$ cat config.mk
export PLATFORM = sky130hd
export DESIGN_NAME = instr_fetch_queue_flat
export DESIGN_NICKNAME = d
export VERILOG_FILES = /design/src/rtl/instr_fetch_queue_pkg.sv /design/src/rtl/instr_fetch_queue_if.sv /design/src/rtl/instr_fetch_queue_fifo_mem.sv /design/src/rtl/instr_fetch_queue.sv /design/src/flat_wrapper.sv
export SDC_FILE = /design/constraint.sdc
export NUM_CORES = 1
export LEC_CHECK = 0
export CAP_MARGIN = 20
export CORE_MARGIN = 3
export CORE_UTILIZATION = 57
export DETAILED_ROUTE_END_ITERATION = 10
export DONT_BUFFER_PORTS = 1
export MAX_ROUTING_LAYER = met4
export PLACE_DENSITY = 0.75
export SYNTH_ARGS = -nofsm -noshare
export SYNTH_HDL_FRONTEND = slang
export SYNTH_SLANG_ARGS = --single-unit
$ cat constraint.sdc
create_clock -name clk -period 5.95 [get_ports clk]
set_clock_uncertainty 0.2 [all_clocks]
set_input_delay 0.595 -clock clk [delete_from_list [all_inputs] [get_ports clk]]
set_output_delay 0.595 -clock clk [all_outputs]
set_load 0.005 [all_outputs]
$ cat src/rtl/instr_fetch_queue_pkg.sv
// Shared constants for the instruction fetch queue and the benches that drive it.
package instr_fetch_queue_pkg;

    localparam int unsigned PC_INCR = 4;
    localparam logic [31:0] NOP     = 32'h0000_0013;

endpackage

$ cat src/rtl/instr_fetch_queue_if.sv
// Loader/core handshake bundle; master drives requests, slave is the queue.
interface instr_fetch_queue_if #(
    parameter int unsigned XLEN  = 32,
    parameter int unsigned DEPTH = 8
);

    logic                     push_valid;
    logic                     push_ready;
    logic [XLEN-1:0]          push_data;
    logic                     pop_valid;
    logic                     pop_ready;
    logic [XLEN-1:0]          pop_data;
    logic [XLEN-1:0]          pop_pc;
    logic                     flush;
    logic [XLEN-1:0]          flush_pc;
    logic [$clog2(DEPTH):0]   count;

    modport master (
        output push_valid, push_data, pop_ready, flush, flush_pc,
        input  push_ready, pop_valid, pop_data, pop_pc, count
    );

    modport slave (
        input  push_valid, push_data, pop_ready, flush, flush_pc,
        output push_ready, pop_valid, pop_data, pop_pc, count
    );

endinterface

$ cat src/rtl/instr_fetch_queue_fifo_mem.sv
// Queue storage: one synchronous write port, one asynchronous read port, no reset.
module fifo_mem #(
    parameter int unsigned WIDTH = 64,
    parameter int unsigned DEPTH = 8
) (
    input  logic                     clk,
    input  logic                     we,
    input  logic [$clog2(DEPTH)-1:0] waddr,
    input  logic [WIDTH-1:0]         wdata,
    input  logic [$clog2(DEPTH)-1:0] raddr,
    output logic [WIDTH-1:0]         rdata
);

    logic [WIDTH-1:0] mem [DEPTH];

    always_ff @(posedge clk) begin
        if (we) begin
            mem[waddr] <= wdata;
        end
    end

    assign rdata = mem[raddr];

endmodule

$ cat src/rtl/instr_fetch_queue.sv
// Instruction fetch queue: tags each pushed word with a running PC and hands
// entries to the core in order; flush redirects the PC and empties the queue.
module instr_fetch_queue
    import instr_fetch_queue_pkg::*;
#(
    parameter int unsigned     XLEN     = 32,
    parameter int unsigned     DEPTH    = 8,
    parameter logic [XLEN-1:0] RESET_PC = '0
) (
    input  logic                clk,
    input  logic                rst,
    instr_fetch_queue_if.slave  bus
);

    localparam int unsigned AW = $clog2(DEPTH);
    localparam int unsigned CW = AW + 1;

    logic [AW-1:0]     wr_ptr;
    logic [AW-1:0]     rd_ptr;
    logic [CW-1:0]     occ;
    logic [XLEN-1:0]   tail_pc;
    logic              push_fire;
    logic              pop_fire;
    logic              mem_we;
    logic [2*XLEN-1:0] wr_entry;
    logic [2*XLEN-1:0] rd_entry;

    always_comb begin
        bus.push_ready = (occ < CW'(DEPTH));
        bus.pop_valid  = (occ != '0);
        bus.count      = occ;
        push_fire      = bus.push_valid && bus.push_ready;
        pop_fire       = bus.pop_valid && bus.pop_ready;
        mem_we         = push_fire && !bus.flush;
        wr_entry       = {tail_pc, bus.push_data};
        bus.pop_data   = rd_entry[XLEN-1:0];
        bus.pop_pc     = rd_entry[2*XLEN-1:XLEN];
    end

    // Flush wins over any handshake in the same cycle; storage is left untouched.
    always_ff @(posedge clk or negedge rst) begin
        if (!rst) begin
            wr_ptr  <= '0;
            rd_ptr  <= '0;
            occ     <= '0;
            tail_pc <= RESET_PC;
        end else if (bus.flush) begin
            wr_ptr  <= '0;
            rd_ptr  <= '0;
            occ     <= '0;
            tail_pc <= bus.flush_pc;
        end else begin
            if (push_fire) begin
                wr_ptr  <= wr_ptr + AW'(1);
                tail_pc <= tail_pc + XLEN'(PC_INCR);
            end
            if (pop_fire) begin
                rd_ptr <= rd_ptr + AW'(1);
            end
            occ <= occ + CW'(push_fire) - CW'(pop_fire);
        end
    end

    fifo_mem #(
        .WIDTH (2 * XLEN),
        .DEPTH (DEPTH)
    ) u_mem (
        .clk   (clk),
        .we    (mem_we),
        .waddr (wr_ptr),
        .wdata (wr_entry),
        .raddr (rd_ptr),
        .rdata (rd_entry)
    );

endmodule

$ cat src/flat_wrapper.sv
// flat-port wrapper written by rule: the top's interface ports become plain ports
module instr_fetch_queue_flat import instr_fetch_queue_pkg::*;
#(
    parameter int unsigned     XLEN     = 32,
    parameter int unsigned     DEPTH    = 8,
    parameter logic [XLEN-1:0] RESET_PC = '0
)
  (clk, rst, bus_push_valid, bus_push_data, bus_pop_ready, bus_flush, bus_flush_pc, bus_push_ready, bus_pop_valid, bus_pop_data, bus_pop_pc, bus_count);
  instr_fetch_queue_if #(.XLEN(XLEN), .DEPTH(DEPTH)) bus_i ();
  input  logic clk;
  input  logic rst;
  input wire logic [$bits(bus_i.push_valid)-1:0] bus_push_valid;
  input wire logic [$bits(bus_i.push_data)-1:0] bus_push_data;
  input wire logic [$bits(bus_i.pop_ready)-1:0] bus_pop_ready;
  input wire logic [$bits(bus_i.flush)-1:0] bus_flush;
  input wire logic [$bits(bus_i.flush_pc)-1:0] bus_flush_pc;
  output wire logic [$bits(bus_i.push_ready)-1:0] bus_push_ready;
  output wire logic [$bits(bus_i.pop_valid)-1:0] bus_pop_valid;
  output wire logic [$bits(bus_i.pop_data)-1:0] bus_pop_data;
  output wire logic [$bits(bus_i.pop_pc)-1:0] bus_pop_pc;
  output wire logic [$bits(bus_i.count)-1:0] bus_count;
  assign bus_i.push_valid = bus_push_valid;
  assign bus_i.push_data = bus_push_data;
  assign bus_i.pop_ready = bus_pop_ready;
  assign bus_i.flush = bus_flush;
  assign bus_i.flush_pc = bus_flush_pc;
  assign bus_push_ready = bus_i.push_ready;
  assign bus_pop_valid = bus_i.pop_valid;
  assign bus_pop_data = bus_i.pop_data;
  assign bus_pop_pc = bus_i.pop_pc;
  assign bus_count = bus_i.count;
  instr_fetch_queue #(.XLEN(XLEN), .DEPTH(DEPTH), .RESET_PC(RESET_PC)) u_core (.clk(clk), .rst(rst), .bus(bus_i));
endmodule
; ---- Word-level counts from Yosys, hierarchy flattened
; Memory sizes are Yosys's and may differ from the RTL's.
; Cells that the tools add are included.
[totals]
register_bits = 42
mem_bits_rw = 512
inputBits = 69
out_inout_bits = 70
n_memories = 1
[memory_table]
columns = name, words, word_bits, rd, rd_clocked_by_memory_dff, wr, line
row1 = u_core.u_mem.mem, 8, 64, 1, 0, 1, instr_fetch_queue_fifo_mem.sv:14  ; logic [WIDTH-1:0] mem [DEPTH];
[op_classes]
n_addsub = 5
magnitude_cmp = 1
muxes = 9
n_reduce_logical = 7
[ops]
columns = cell, count
row1 = $mux 32, 2
row2 = $add 32x3->32 const B, 1
row3 = $mux 3, 4
row4 = $add 3x1->3 const B, 2
row5 = $add 4x1->4, 1
row6 = $lt 4x4->1 const B, 1
row7 = $mux 4, 1
row8 = $reduce_bool 2->1, 2
row9 = $reduce_bool 4->1, 1
row10 = $sub 4x1->4, 1
row11 = $logic_and 1x1->1, 3
row12 = $mux 1, 2
row13 = $logic_not 1->1, 1

; ---- Longest topological paths before layout
; Gate-level depths: netlist of the first run.
[depth]
word_depth = 5
mapped_depth = 12
mapped_depth_nobuf = 12

; ---- By module
; A second synthesis of the first run with hierarchy kept.
[hier_totals]
hier_cells = 1010
area_unflattened_um2 = 21633.2
[by_module_without_submodules]
columns = module, n_inst, cells_each, area_per_inst_um2
row1 = fifo_mem, 1, 752, 19266.0
row2 = instr_fetch_queue, 1, 258, 2367.3

; ---- Least setup slack after synthesis of the first run
; OpenSTA, ideal clock, no wires.
[synth_path]
path_type = in2reg
startpoint = in bus_push_valid
endpoint = mem u_core.u_mem.mem[1][0], enable pin
arrival_time_ns = 5.545
required_time_ns = 5.185
slack_ns = -0.360
stages = 5
path_buffers = 1
cell_sequence = nand2b_1 -> inv_1 -> buf_2 -> nand3_1 -> nor3_1
[synth_via]
elab_chain_len = 4
[synth_rtl]
columns = element, line
row1 = start: declaration, flat_wrapper.sv:12  ; input wire logic [$bits(bus_i.push_valid)-1:0] bus_push_valid;
row2 = $logic_and 1x1->1, instr_fetch_queue.sv:32  ; push_fire = bus.push_valid && bus.push_ready;
row3 = $logic_and 1x1->1, instr_fetch_queue.sv:34  ; mem_we = push_fire && !bus.flush;
row4 = $mux 1, instr_fetch_queue_fifo_mem.sv:17  ; if (we) begin
row5 = $mux 1 (implied by the code), instr_fetch_queue_fifo_mem.sv:18  ; mem[waddr] <= wdata;
row6 = end: declaration, instr_fetch_queue_fifo_mem.sv:14
; Every way passes these cells.

; ---- Final worst setup path of the first run
[layout_path]
startpoint = reg u_core.rd_ptr[1]
endpoint = out bus_pop_pc[23]
[layout_via]
elab_chain_len = 1
[layout_rtl]
columns = element, line
row1 = start: declaration, instr_fetch_queue.sv:19  ; logic [AW-1:0] rd_ptr;
row2 = start signal: assignment, instr_fetch_queue.sv:58  ; rd_ptr <= rd_ptr + AW'(1);
row3 = $mem_v2 8x64, n/a
row4 = end: declaration, flat_wrapper.sv:20  ; output wire logic [$bits(bus_i.pop_pc)-1:0] bus_pop_pc;
; Every way passes these cells.

==> results of run 1 <==
==> kinds of logic (layout without fill, tap and decap cells) <==
group                    count (synthesis)  after routing  synth area share, %
AO/OA/AOI/OAI                           50             50                 1.50
adder cells (fa/ha/maj)                  9              9                0.556
AND/OR/NAND/NOR                        127            127                 3.21
buffers and inverters                   58            192                 1.16
XOR/XNOR                                16             16                0.649
multiplexers                           195            195                 16.8
flip-flops                             554            554                 76.1
==> worst register-to-register path: cells and delay by family, from the launching register on <==
family | cells | cell delay [ns]
simple gates | 3 | 1.54
buf+inv | 2 | 0.81
flops | 1 | 0.42
==> metal layers <==
metal	share of wire, %	up-vias
met5	0	-
met4	1.5	0
met3	7.7	53
met2	49	386
met1	42	5286
li1	-	4386
==> layout make-up <==
type	count	area share, %
Clock inverter	25	1.15
Timing Repair Buffer	82	3.44
Inverter	11	0.167
Clock buffer	74	6.06
Multi-Input combinational cell	397	20.1
Sequential cell	554	66.5
Tap cell	504	2.55
==> power by group <==
part	total, W	switching (W)	internal (W)
logic	0.00151	0.000690	0.000820
clock network	0.00338	0.00136	0.00202
registers	0.00465	0.000217	0.00443
total	0.00954	0.00226	0.00727
==> path summary, 6_finish.rpt <==
check / to / slack [ns] / from / cells after the start
setup / recovery: bus_pop_pc[23] / 2.02 / u_core.rd_ptr[1] / 3
hold / removal: u_core.tail_pc[28] / 0.03 / bus_flush_pc[28] / 2
setup reg to reg: u_core.u_mem.mem[3][2] / 2.62 / u_core.bus.count[3] / 5
hold reg to reg: u_core.wr_ptr[0] / 0.41 / u_core.wr_ptr[0] / 2
max in group asynchronous: u_core.rd_ptr[0] / 4.98 / rst / 2
min in group asynchronous: u_core.tail_pc[24] / 0.35 / rst / 2
==> what timing repair did <==
| action | in CTS | in global routing |
|---|---|---|
| endpoints found under the hold margin | 335 | 0 |
| hold buffers | 63 | 0 |
| buffers inserted | 0 | 0 |
==> state kept, by name, summed over array words and instances (netlist names) <==
name              count
u_core.bus.count      4
u_core.rd_ptr         3
u_core.tail_pc       32
u_core.u_mem.mem    512
u_core.wr_ptr         3
==> metrics by stage <==
stage	total power (W)	utilization, %	area (sq um)	instances	setup slack (ns)
5_1_grt	0.00993	66.9	24700	1647	1.88
6_report	0.00954	66.9	24700	1647	2.02
3_3_place_gp	0.00618	60.2	22300	1484	2.43
3_5_place_dp	0.00621	60.3	22300	1485	2.52
4_1_cts	0.00965	66.9	24700	1647	2.00
2_1_floorplan	0.00583	-	21600	1009	1.35
==> layout by cell type (no fill, tap or decap), types with 9 or more instances in the layout <==
cell | Yosys | layout
nand2_1 | 28 | 28
o21ai_0 | 12 | 12
mux4_2 | 128 | 128
nor2_1 | 28 | 22
o31ai_1 | 14 | 14
dfrtp_1 | 42 | 39
a31oi_1 | 15 | 15
mux2_2 | 66 | 66
and3_1 | 9 | 9
inv_1 | 10 | 10
or4_1 | 16 | 16
buf_4 | 1 | 15
nand4_1 | 10 | 10
nand3_1 | 17 | 17
edfxtp_1 | 512 | 512
clkbuf_1 | 24 | 15
dlygate4sd3_1 | 0 | 61
xor2_1 | 11 | 11
clkbuf_16 | 0 | 56
==> impl_metrics.ini, run 1 <==
[floorplanning]
dieArea_sq_um = 40200
core_area_sq_um = 37000
rows = 70
die_w_um = 201
ios = 139
fp.dieH_um = 201
start_util_pct = 58.4

[global_routing]
grt.met1_usage_pct = 30.4
grtUsageMet3_pct = 4.73
busiest_layer = met2
grt_pass1_wl_um = 65000
grt_util_met2_pct = 34.0
grt_pass1_vias = 10600
overflow = 0
grt_max_degree = 71
antenna_found_initial = 0
grtUsageTotal_pct = 21.8

[synth]
synthArstFlopShare_pct = 7.58
ys_ff_latch = 554
synthTopCellsByCount = 512 x edfxtp_1, 128 x mux4_2, 66 x mux2_2, 42 x dfrtp_1
yosys_warnings = 0
synth.top_cell.area_share_pct = 71.2
yosysTopAreaCell = edfxtp_1
syn_inst = 1009
yosys_most_used_dff = edfxtp_1
synth.most_common_cell = edfxtp_1
syn_nets = 1087
synth_cell_types = 40
synth_edf_count = 512
yosys-top-cells-area = edfxtp_1 71%, mux4_2 13%, dfrtp_1 4.9%
yosysSeqAreaShare_pct = 76.1
synth_area_sq_um = 21600
postSynthAreaPerCell_sq_um = 21.4

[detailed_routing]
drc = 0
first_iter_violations = 830
viasPerCell = 6.14
ant_nets = 0
wl_um = 41900
drt-pass1-iter-count = 5
route.vias.total = 10100
wl_per_cell_um = 25.4

[clocking]
cts.sinks = 554
clk_path_buf_depth = 3
ctsResizeCount = 0
cts_root_buf = clkbuf_16
cts_tree = done
insertion_delay_ns = 0.57
cts_buffers = 53
clk_pin_slew_ns = 0.06
ctsHtreeMaxLevel = 2

[status]
outcome = finished, final reports clean

[power_and_ir_drop]
powerDensity_nw_per_um2 = 386
vdd_drop_max_v = 0.000357
p_leak_nw = 7.77

[worst_setup_path]
cp_slowest_cell = dfrtp_4
path_cells = buf_4 > mux4_2 > mux2_2
critPathCaptureType = primary output
crit_buf_inv = 1
crit_path_max_fanout = 70
path_delay_family = flip-flops
cpPeakStageDelay_ns = 1.08
cp.arrival_ns = 3.14
worstPathRequired_ns = 5.16
worstSetupStartpointType = flop
worst-setup-path-type = reg -> out

[timing]
worst_pin_slew_ns = 1.04
hold_slack_ns = 0.0293
drv_slew = 0
fin_setup_tns_ns = 0
setup_viol_count_final = 0
max_freq_mhz = 254
period_needed_ns = 3.93
finalCritPeriodShare_pct = 66.1
grt_setup_unrepaired = false
slew_headroom_pct = 30.6
final-hold-violation-count = 0

[layout]
final_nets = 1177
syn_to_final_growth_pct = 14.5
drive_above_1_share_pct = 26.9
multi_input_area_sq_um = 4980
nFillCells = 2329
n_antenna_cell = 0
seqCellArea_sq_um = 16400

[min_path]
hp-class = in -> reg

[place]
port_buffers = 0
place_hpwl_um = 23500
gp_congestion = 0.812

[job]
max_cap_viol_count = 0
No activity file was read; power rests on OpenSTA's default activity.
==> run 2: changes to the inputs <==
CORE_UTILIZATION = 63   (was 57)
PLACE_DENSITY = 0.79   (was 0.75)
clock period = 4 ns   (was 5.95 ns; I/O delays follow)
==> impl_metrics.ini, run 2 (synthesis results as in run 1) <==
[status]
outcome = finished, final reports clean

[timing]
finalCritPeriodShare_pct = 81.6
grt_setup_unrepaired = false
drv_slew = 0
fin_setup_tns_ns = 0
final-hold-violation-count = 0
slew_headroom_pct = 53.4
hold_slack_ns = 0.154
period_needed_ns = 3.26
worst_pin_slew_ns = 0.699
max_freq_mhz = 306
setup_viol_count_final = 0

[job]
max_cap_viol_count = 0

[layout]
final_nets = 1194
final_area_sq_um = 24800
n_antenna_cell = 0
nFillCells = 1834
instances_no_fill = 1607
drive_above_1_share_pct = 27.4
syn_to_final_growth_pct = 14.7
top_register = u_core.u_mem.mem
final_common_cell = edfxtp_1
largest_register_ffs = 512
mostFrequentLayoutCells = 512 x edfxtp_1, 128 x mux4_2, 69 x dlygate4sd3_1

[detailed_routing]
drc = 0
first_iter_violations = 916
route.vias.total = 10500
highest_layer = met4
wl_um = 43600
met1_length_um = 17800
drt-pass1-iter-count = 5
ant_nets = 0
met2_length_um = 21900
wl_per_cell_um = 27.1
viasPerCell = 6.51
wl_met3_um = 3110

[worst_setup_path]
cp.arrival_ns = 2.66
crit_path_max_fanout = 40
reg2reg_depth = 11
worstPathRequired_ns = 3.40
crit_buf_inv = 1
cpPeakStageDelay_ns = 0.80
path_delay_family = multiplexers
worstSetupStartpointType = flop
worst-setup-path-type = reg -> out
path_cells = buf_12 > mux4_2 > mux2_2
cp_num_cells = 3
critPathCaptureType = primary output
cp_slowest_cell = dfrtp_4

[global_routing]
grt_pass1_wl_um = 66800
antenna_found_initial = 0
grtUsageTotal_pct = 25.3
grt_max_degree = 65
overflow = 0
grt_pass1_vias = 11000

[floorplanning]
ios = 139
start_util_pct = 64.2
core_area_sq_um = 33600
rows = 67
die_w_um = 191
dieArea_sq_um = 36500
fp.dieH_um = 191

[power_and_ir_drop]
p_leak_nw = 7.83
switching_share_pct = 24.0
total_power_w = 0.0140
power_switching_w = 0.00337
internal-power_w = 0.0107
power_frac_seq_pct = 49.0
powerDensity_nw_per_um2 = 567
clkPwrFrac_pct = 34.3
vdd_drop_max_v = 0.000428
p_comb_share_pct = 16.7

[place]
gp_congestion = 0.794
port_buffers = 0
place_hpwl_um = 23400
dp_cells = 1437
placed_area_sq_um = 22300

[clocking]
insertion_delay_ns = 0.56
ctsHtreeMaxLevel = 2
clk_path_buf_depth = 3
cts.sinks = 554
cts_root_buf = clkbuf_16
clk_pin_slew_ns = 0.06
cts_buffers = 54
cts_setup_buffers = 0
cts_tree = done

[min_path]
hp-class = in -> reg
hold_depth = 4
-- run 2: cell types whose count changed in the layout (fill, tap and decap cells not counted), sizes merged --
cell / change
dlygate4sd3: +8
buf: +8
inv: -1
clkinvlp: -2
bufinv: -4
clkinv: +7
-- run 2: path summary, 6_finish.rpt --
path,start,slack [ns],endpoint
min in group asynchronous,rst,0.17,u_core.tail_pc[0]
max reg2reg,u_core.bus.count[3],1.17,u_core.bus.count[2]
min,bus_push_valid,0.15,u_core.tail_pc[16]
max in group asynchronous,rst,3.17,u_core.rd_ptr[0]
max,u_core.rd_ptr[0],0.74,bus_pop_pc[18]
min reg2reg,u_core.tail_pc[1],0.41,u_core.u_mem.mem[1][33]
-- run 2: what timing repair did --
| action | CTS | global route |
|---|---|---|
| hold buffers | 71 | 0 |
| hold endpoints to repair | 340 | 0 |
| endpoints found under the setup margin | 0 | 0 |
| gates resized for setup | 0 | 0 |
-- run 2: layer usage --
layer / vias up / track usage [%]
met3: 63 / 4.58
li1: 4420 / -
met1: 5518 / 35.6
met2: 468 / 39.8
met4: 0 / 5.79
met5: - / -
-- run 2: power groups by stage --
stage               logic, W  clock network, W  registers [W]
CTS                  0.00239           0.00489        0.00689
global route         0.00254           0.00514        0.00692
floorplan            0.00185                 0        0.00683
global placement     0.00223                 0        0.00698
detailed placement   0.00226                 0        0.00700
finish               0.00234           0.00481        0.00688
-- run 2: layout make-up --
type / count / area [sq um] / share of cell area [%]
clock inverter: 25 / 173 / 0.697
clock buffer: 74 / 1540 / 6.21
sequential: 554 / 16400 / 66.4
multi-input combinational: 397 / 4980 / 20.1
inverter: 11 / 41.3 / 0.167
timing repair buffer: 98 / 1030 / 4.15
tap: 448 / 561 / 2.26
-- run 2: worst min-delay path, delay by kind of cell --
kind	cells	cell delay, ns
and+or+nand+nor	3	0.39
AOI/OAI and AO/OA	1	0.07
-- run 2: through the flow --
| step | util [%] | setup slack [ns] |
|---|---|---|
| 6_report | 73.6 | 0.735 |
| 5_1_grt | 73.6 | 0.559 |
| 4_1_cts | 73.6 | 0.643 |
| 3_5_place_dp | 66.4 | 1.21 |
| 3_3_place_gp | 66.4 | 1.23 |
| 2_1_floorplan | - | -0.494 |
